## src/rtl/iomem_arb_pkg.sv

```systemverilog
// Shared types and constants for the two-master iomem arbiter.
// Holds the FSM state encoding, master indices and the forced-completion read value.
package iomem_arb_pkg;

  typedef enum logic {
    IDLE = 1'b0,
    BUSY = 1'b1
  } state_t;

  localparam logic M_CPU = 1'b0;
  localparam logic M_DMA = 1'b1;

  localparam logic [31:0] TIMEOUT_RDATA = 32'hDEAD_BEEF;

endpackage

```

## src/rtl/iomem_arb_rr.sv

```systemverilog
// Round-robin winner select for two masters; purely combinational, zero latency.
// No backpressure: on a tie, the master that did not complete last wins.
import iomem_arb_pkg::*;

module iomem_arb_rr (
  input  logic valid0,
  input  logic valid1,
  input  logic last,
  output logic winner,
  output logic any_req
);

  assign any_req = valid0 | valid1;
  assign winner  = (valid0 && valid1) ? ~last : (valid1 ? M_DMA : M_CPU);

endmodule

```

## src/rtl/iomem_arb.sv

```systemverilog
// Two-master (CPU=m0, DMA=m1) round-robin arbiter onto one iomem slave port.
// Latency: grant and s_valid one cycle after the first valid in IDLE; one IDLE cycle between grants.
// Backpressure: owner waits on s_ready; optional forced completion with IOMEM_ARB_TIMEOUT_EN.
import iomem_arb_pkg::*;

module iomem_arb #(
  parameter int TIMEOUT_CYCLES = 256
) (
  input  logic        clk,
  input  logic        resetn,
  input  logic        m0_valid,
  input  logic [31:0] m0_addr,
  input  logic [31:0] m0_wdata,
  input  logic [3:0]  m0_wstrb,
  output logic        m0_ready,
  output logic [31:0] m0_rdata,
  input  logic        m1_valid,
  input  logic [31:0] m1_addr,
  input  logic [31:0] m1_wdata,
  input  logic [3:0]  m1_wstrb,
  output logic        m1_ready,
  output logic [31:0] m1_rdata,
  output logic        s_valid,
  output logic [31:0] s_addr,
  output logic [31:0] s_wdata,
  output logic [3:0]  s_wstrb,
  input  logic        s_ready,
  input  logic [31:0] s_rdata,
  output logic [1:0]  gnt,
  output logic        timeout_err
);

  state_t state, state_nxt;
  logic   owner, owner_nxt;
  logic   last, last_nxt;
  logic   win, any_req;
  logic   busy, own_valid, tmo;

  iomem_arb_rr u_rr (
    .valid0  (m0_valid),
    .valid1  (m1_valid),
    .last    (last),
    .winner  (win),
    .any_req (any_req)
  );

  assign busy      = (state == BUSY);
  assign own_valid = owner ? m1_valid : m0_valid;

`ifdef IOMEM_ARB_TIMEOUT_EN
  localparam int CW = $clog2(TIMEOUT_CYCLES + 1);
  logic [CW-1:0] tmo_cnt;

  // Counts BUSY cycles already elapsed; held at zero in IDLE so every grant starts fresh.
  always_ff @(posedge clk or negedge resetn) begin
    if (!resetn)   tmo_cnt <= '0;
    else if (!busy) tmo_cnt <= '0;
    else           tmo_cnt <= tmo_cnt + CW'(1);
  end

  assign tmo = busy && !s_ready && (tmo_cnt == CW'(TIMEOUT_CYCLES));
`else
  assign tmo = 1'b0;
  if (TIMEOUT_CYCLES < 0) begin : g_timeout_unused
  end
`endif

  always_ff @(posedge clk or negedge resetn) begin
    if (!resetn) begin
      state <= IDLE;
      owner <= M_CPU;
      last  <= M_DMA;
    end else begin
      state <= state_nxt;
      owner <= owner_nxt;
      last  <= last_nxt;
    end
  end

  always_comb begin
    state_nxt   = state;
    owner_nxt   = owner;
    last_nxt    = last;
    s_valid     = 1'b0;
    s_addr      = '0;
    s_wdata     = '0;
    s_wstrb     = '0;
    m0_ready    = 1'b0;
    m1_ready    = 1'b0;
    m0_rdata    = s_rdata;
    m1_rdata    = s_rdata;
    gnt         = 2'b00;
    timeout_err = tmo;
    case (state)
      IDLE: begin
        if (any_req) begin
          owner_nxt = win;
          state_nxt = BUSY;
        end
      end
      BUSY: begin
        gnt     = (owner == M_DMA) ? 2'b10 : 2'b01;
        s_valid = own_valid & ~tmo;
        s_addr  = (owner == M_DMA) ? m1_addr  : m0_addr;
        s_wdata = (owner == M_DMA) ? m1_wdata : m0_wdata;
        s_wstrb = (owner == M_DMA) ? m1_wstrb : m0_wstrb;
        if (s_ready || tmo) begin
          m0_ready  = (owner == M_CPU);
          m1_ready  = (owner == M_DMA);
          last_nxt  = owner;
          state_nxt = IDLE;
        end else if (!own_valid) begin
          // Owner withdrew its request: drop the grant but keep the tie-break history.
          state_nxt = IDLE;
        end
        if (tmo) begin
          if (owner == M_DMA) m1_rdata = TIMEOUT_RDATA;
          else                m0_rdata = TIMEOUT_RDATA;
        end
      end
      default: state_nxt = IDLE;
    endcase
  end

endmodule

```

## config.mk

```make
export PLATFORM = sky130hd
export DESIGN_NAME = iomem_arb
export DESIGN_NICKNAME = d
export VERILOG_FILES = /design/src/rtl/iomem_arb_pkg.sv /design/src/rtl/iomem_arb_rr.sv /design/src/rtl/iomem_arb.sv
export SDC_FILE = /design/constraint.sdc
export NUM_CORES = 1
export LEC_CHECK = 0
export ABC_AREA = 0
export CELL_PAD_IN_SITES_DETAIL_PLACEMENT = 1
export CELL_PAD_IN_SITES_GLOBAL_PLACEMENT = 2
export CORE_AREA = 3 3 116 163
export DETAILED_ROUTE_END_ITERATION = 8
export DIE_AREA = 0 0 119 166
export GPL_TIMING_DRIVEN = 1
export HOLD_SLACK_MARGIN = 0.15
export PLACE_DENSITY_LB_ADDON = 0.3
export REMOVE_ABC_BUFFERS = 1
export SETUP_SLACK_MARGIN = 0.3
export SLEW_MARGIN = 10
export SYNTH_ARGS = -nofsm -noshare
export SYNTH_HDL_FRONTEND = slang
export SYNTH_SLANG_ARGS = --single-unit
```

## constraint.sdc

```tcl
create_clock -name clk -period 1.5 [get_ports clk]
set_input_delay 0.225 -clock clk [delete_from_list [all_inputs] [get_ports clk]]
set_output_delay 0.225 -clock clk [all_outputs]
set_load 0.005 [all_outputs]
```

# After elaboration in Yosys (flattened, before gate mapping)
# Index checks and enable logic that the tools add are counted.
# word_totals
in_bits	173
word_cells	30
register_bits	3
# op_classes
n_mux	20
bitwise	4
n_reduce_logical	3
# op_table
operator	n
32-bit 2-to-1 mux	4
1-bit 2-to-1 mux	11
4-bit 2-to-1 mux	2
2-bit 2-to-1 mux	2
2-bit AND reduction	2
1-bit inverter	3
1-bit case mux with 2 select lines	1
1-bit logical AND	1
1-bit bitwise OR	1

# Logic depth before layout (Yosys ltp)
# logic_depth
word_depth	4
ltp_mapped	4
depth_no_buf	2

# By module
# From an unflattened synthesis, not the netlist that was laid out.
# hier_totals
cells_unflattened	235
area_unflattened_um2	1908.1
# by_module_without_submodules
mod	seq_area_each_um2	area_each_um2	n_inst	cells_per_inst
iomem_arb	76.3	1894.3	1	233
iomem_arb_rr	0.0	13.8	1	2

# Worst setup path after synthesis
# Ideal clock, no wire load.
# synth_timing
path_type	register to output
start	register owner
end	output s_addr[10]
n_path_buf	2
path_stages_with_launch	5
t_arrival_ps	903
slack_ps	372
path_cell_list	dfrtp_1 -> buf_6 -> buf_12 -> mux2i_1 -> nor2_1
# synth_via
elab_chain_cells	2
# synth_lines
item	line	source
from (decl)	iomem_arb.sv:34	logic owner, owner_nxt;
from (signal assigned)	iomem_arb.sv:75	owner <= owner_nxt;
32-bit 2-to-1 mux	iomem_arb.sv:104	s_addr = (owner == M_DMA) ? m1_addr : m0_addr;
32-bit 2-to-1 mux	iomem_arb.sv:94	case (state)
to (decl)	iomem_arb.sv:24	output logic [31:0] s_addr,
# No other way between the ends.

# Worst setup path after layout
# layout_timing
start	register owner
end	output s_wdata[11]
# layout_via
elab_chain_cells	2
# layout_lines
item	line	source
32-bit 2-to-1 mux	iomem_arb.sv:105	s_wdata = (owner == M_DMA) ? m1_wdata : m0_wdata;
32-bit 2-to-1 mux	iomem_arb.sv:94	
to (decl)	iomem_arb.sv:25	output logic [31:0] s_wdata,
# No other way between the ends.

==> metrics.txt <==
max-slew violations 0; post-synthesis compound-gate area fraction 0.0136; fillcell total 2101; GRT Resource Usage Total 0.112; area post-placement 3690 um^2; TritonCTS clock tree yes; final WL 12.4 mm; CTS H-Tree Depth 1; Synth Area in Simple Gates 0.170; I/O pin count 311; slowest stage delay, CP about 0.5 ns; vias in the first global route 2417; crit-path max FO 11; VDD IR max 0.395 mV; Post-Synth XOR/XNOR Area 0; Buf/Inv on CP 2; leakage 1.77 nW; sequential area share after synthesis 0.0438; Crit path max-delay family flip-flops; routed via count roughly 2200; RSZ-0062 raised after global routing yes; combinational family with the most area after synthesis multiplexers; total gr overflow 0; CP Class reg -> out; HPWL Detailed ~10 mm; row count 57; die height 166 um; worst-skew pair later-pin latency 0.23 ns; Die Wd around 120 um; via/cell ratio 3.56; Final WS setup -0.176 ns; worst hold margin 0.175 ns; Die Area 19800 um^2; layout cells sized above 1 0.265; FF+latch count, synth 3; ANT cells 0; Finish-stage setup viols 66; P&R area growth vs syn 111%; maximum buffer depth of the clock tree 2; CP Capture Type output pin; mux share of post-synthesis cell area 0.396; area leader, netlist mux2i_1; status complete, but fails checks; Avg Inst Size Synth 7.45 um^2; Area contributors post-synth mux2i_1 (40%), buf_4 (28%), nor2_1 (15%); CP required 1.27 ns; first-pass GRT wire length 16.6 mm; fmax 597 MHz; Root Buffer clkbuf_16; most frequent cells in the layout clkdlybuf4s50_1 (140), nor2_1 (70), mux2i_1 (62), buf_2 (58), buf_4 (8); DR DRC count 0; max-cap violations 0; DRT Pass-1 Iters 4; cells along the critical path buf_12 > mux2i_2 > nor2_1 > dlygate4sd2_1; Pwr Density 1150 nW/um^2; IO Port Bufs 213; Post-Synth Adder-Cell Area 0; clock skew 0.00763 ns; clock sinks 3; pre-CTS setup slack -0.267 ns; fin area 3690 um^2; largest net degree at the start of global routing 29; total number of yosys warnings 0; Worst Path Arrival 1.45 ns; Yosys cell types 19; top-area cell type share of the netlist area 0.396; initial core utilization 0.0998; Hold Vio Cnt, Final 0; core area 17500 um^2; CTS buffer count 3; crit path max-delay cell type dfrtp_4; Post-Synthesis Cell Area 1740 um^2; Synth Instances 234; ANT nets after route 0; clock-pin transition on the worst setup and hold timing paths 0.04 ns; Final nets between 500 and 600; crit path time final 1.68 ns; initial antenna violation count 0; Final period util 1.12; placed insts 616; startpoint types register; RD Place Congestion 0.711; routed len/inst slightly below 20 um; Hold Path Class in -> async; DRT iter0 DRCs 49; violated checks negative setup slack; commonest non-fill, non-tap cell in the layout clkdlybuf4s50_1; Setup TNS Final -6.85 ns; Finished Layout Cells 629
layout make-up:
| type | instances | area, um^2 | share of cell area |
|---|---|---|---|
| repair buffers | 235 | 2130 | 0.577 |
| multi-input cells | 150 | 1100 | 0.298 |
| well taps | 236 | 295 | 0.0801 |
| flip-flops and latches | 3 | 80.1 | 0.0217 |
| clock buffers | 4 | 78.8 | 0.0214 |
| inverters | 1 | 3.75 | 0.00102 |
per-layer routing:
layer | share of wire | up-vias | GRT usage
met5 | 0.0070 | - | 0.0325
met3 | 0.18 | 11 | 0.103
li1 | - | 1016 | -
met2 | 0.44 | 212 | 0.169
met1 | 0.37 | 998 | 0.117
met4 | 0.0082 | 3 | 0.0101
cells by family (layout without fill, tap and decap cells):
group                  after synthesis  count (layout)
buffers and inverters               81             240
and+or+nand+nor                     77              77
AOI/OAI and AO/OA                    3               3
DFF                                  3               3
other                                1               1
muxes                               69              69
cell usage after synthesis:
cell      number
and2_1         1
inv_2          1
a32o_1         1
buf_2          1
conb_1         1
buf_8          1
nor2_1        72
nand2b_1       1
nand2_1        2
and3_1         1
buf_12         5
clkbuf_1       6
mux2i_1       69
a21o_1         1
dfstp_2        1
buf_6          1
dfrtp_1        2
buf_4         66
o22ai_1        1
repair_timing:
action                     CTS  global route
cloned                       0             4
pin swaps                    0             7
setup endpoints to repair   75            75
hold buffers                 0             0
buffers inserted             1             4
gates resized for setup    206            78
sequential cells by signal, indices dropped and copies added (netlist names):
| name | count |
|---|---|
| busy | 1 |
| last | 1 |
| owner | 1 |
report_power, final:
group	switching, W	internal [W]	total [W]	leakage [nW]
clock network	0.0000833	0.000352	0.000435	0.0382
logic	0.00156	0.00207	0.00362	1.70
registers	0.0000437	0.000134	0.000178	0.0328
per-stage QoR:
| step | util | total power [W] |
|---|---|---|
| floorplan | - | 0.00141 |
| global placement | 0.211 | 0.00380 |
| detailed placement | 0.211 | 0.00383 |
| CTS | 0.205 | 0.00392 |
| global route | 0.211 | 0.00463 |
| finish | 0.211 | 0.00424 |
path summary, 6_finish.rpt:
path	startpoint	end	slack, ns	depth (start not counted)
worst max register to register	owner$_DFFE_PN0P_	busy$_DFF_PN0_	0.18	5
min in group clk	s_rdata[27]	m0_rdata[27]	0.45	0
worst min-delay path	resetn	owner$_DFFE_PN0P_	0.18	1
worst min register to register	last$_DFFE_PN1P_	last$_DFFE_PN1P_	0.51	1
max in group asynchronous	resetn	last$_DFFE_PN1P_	1.10	1
worst max-delay path	owner$_DFFE_PN0P_	s_wdata[11]	-0.18	4
(Power assumes the default switching activity.)
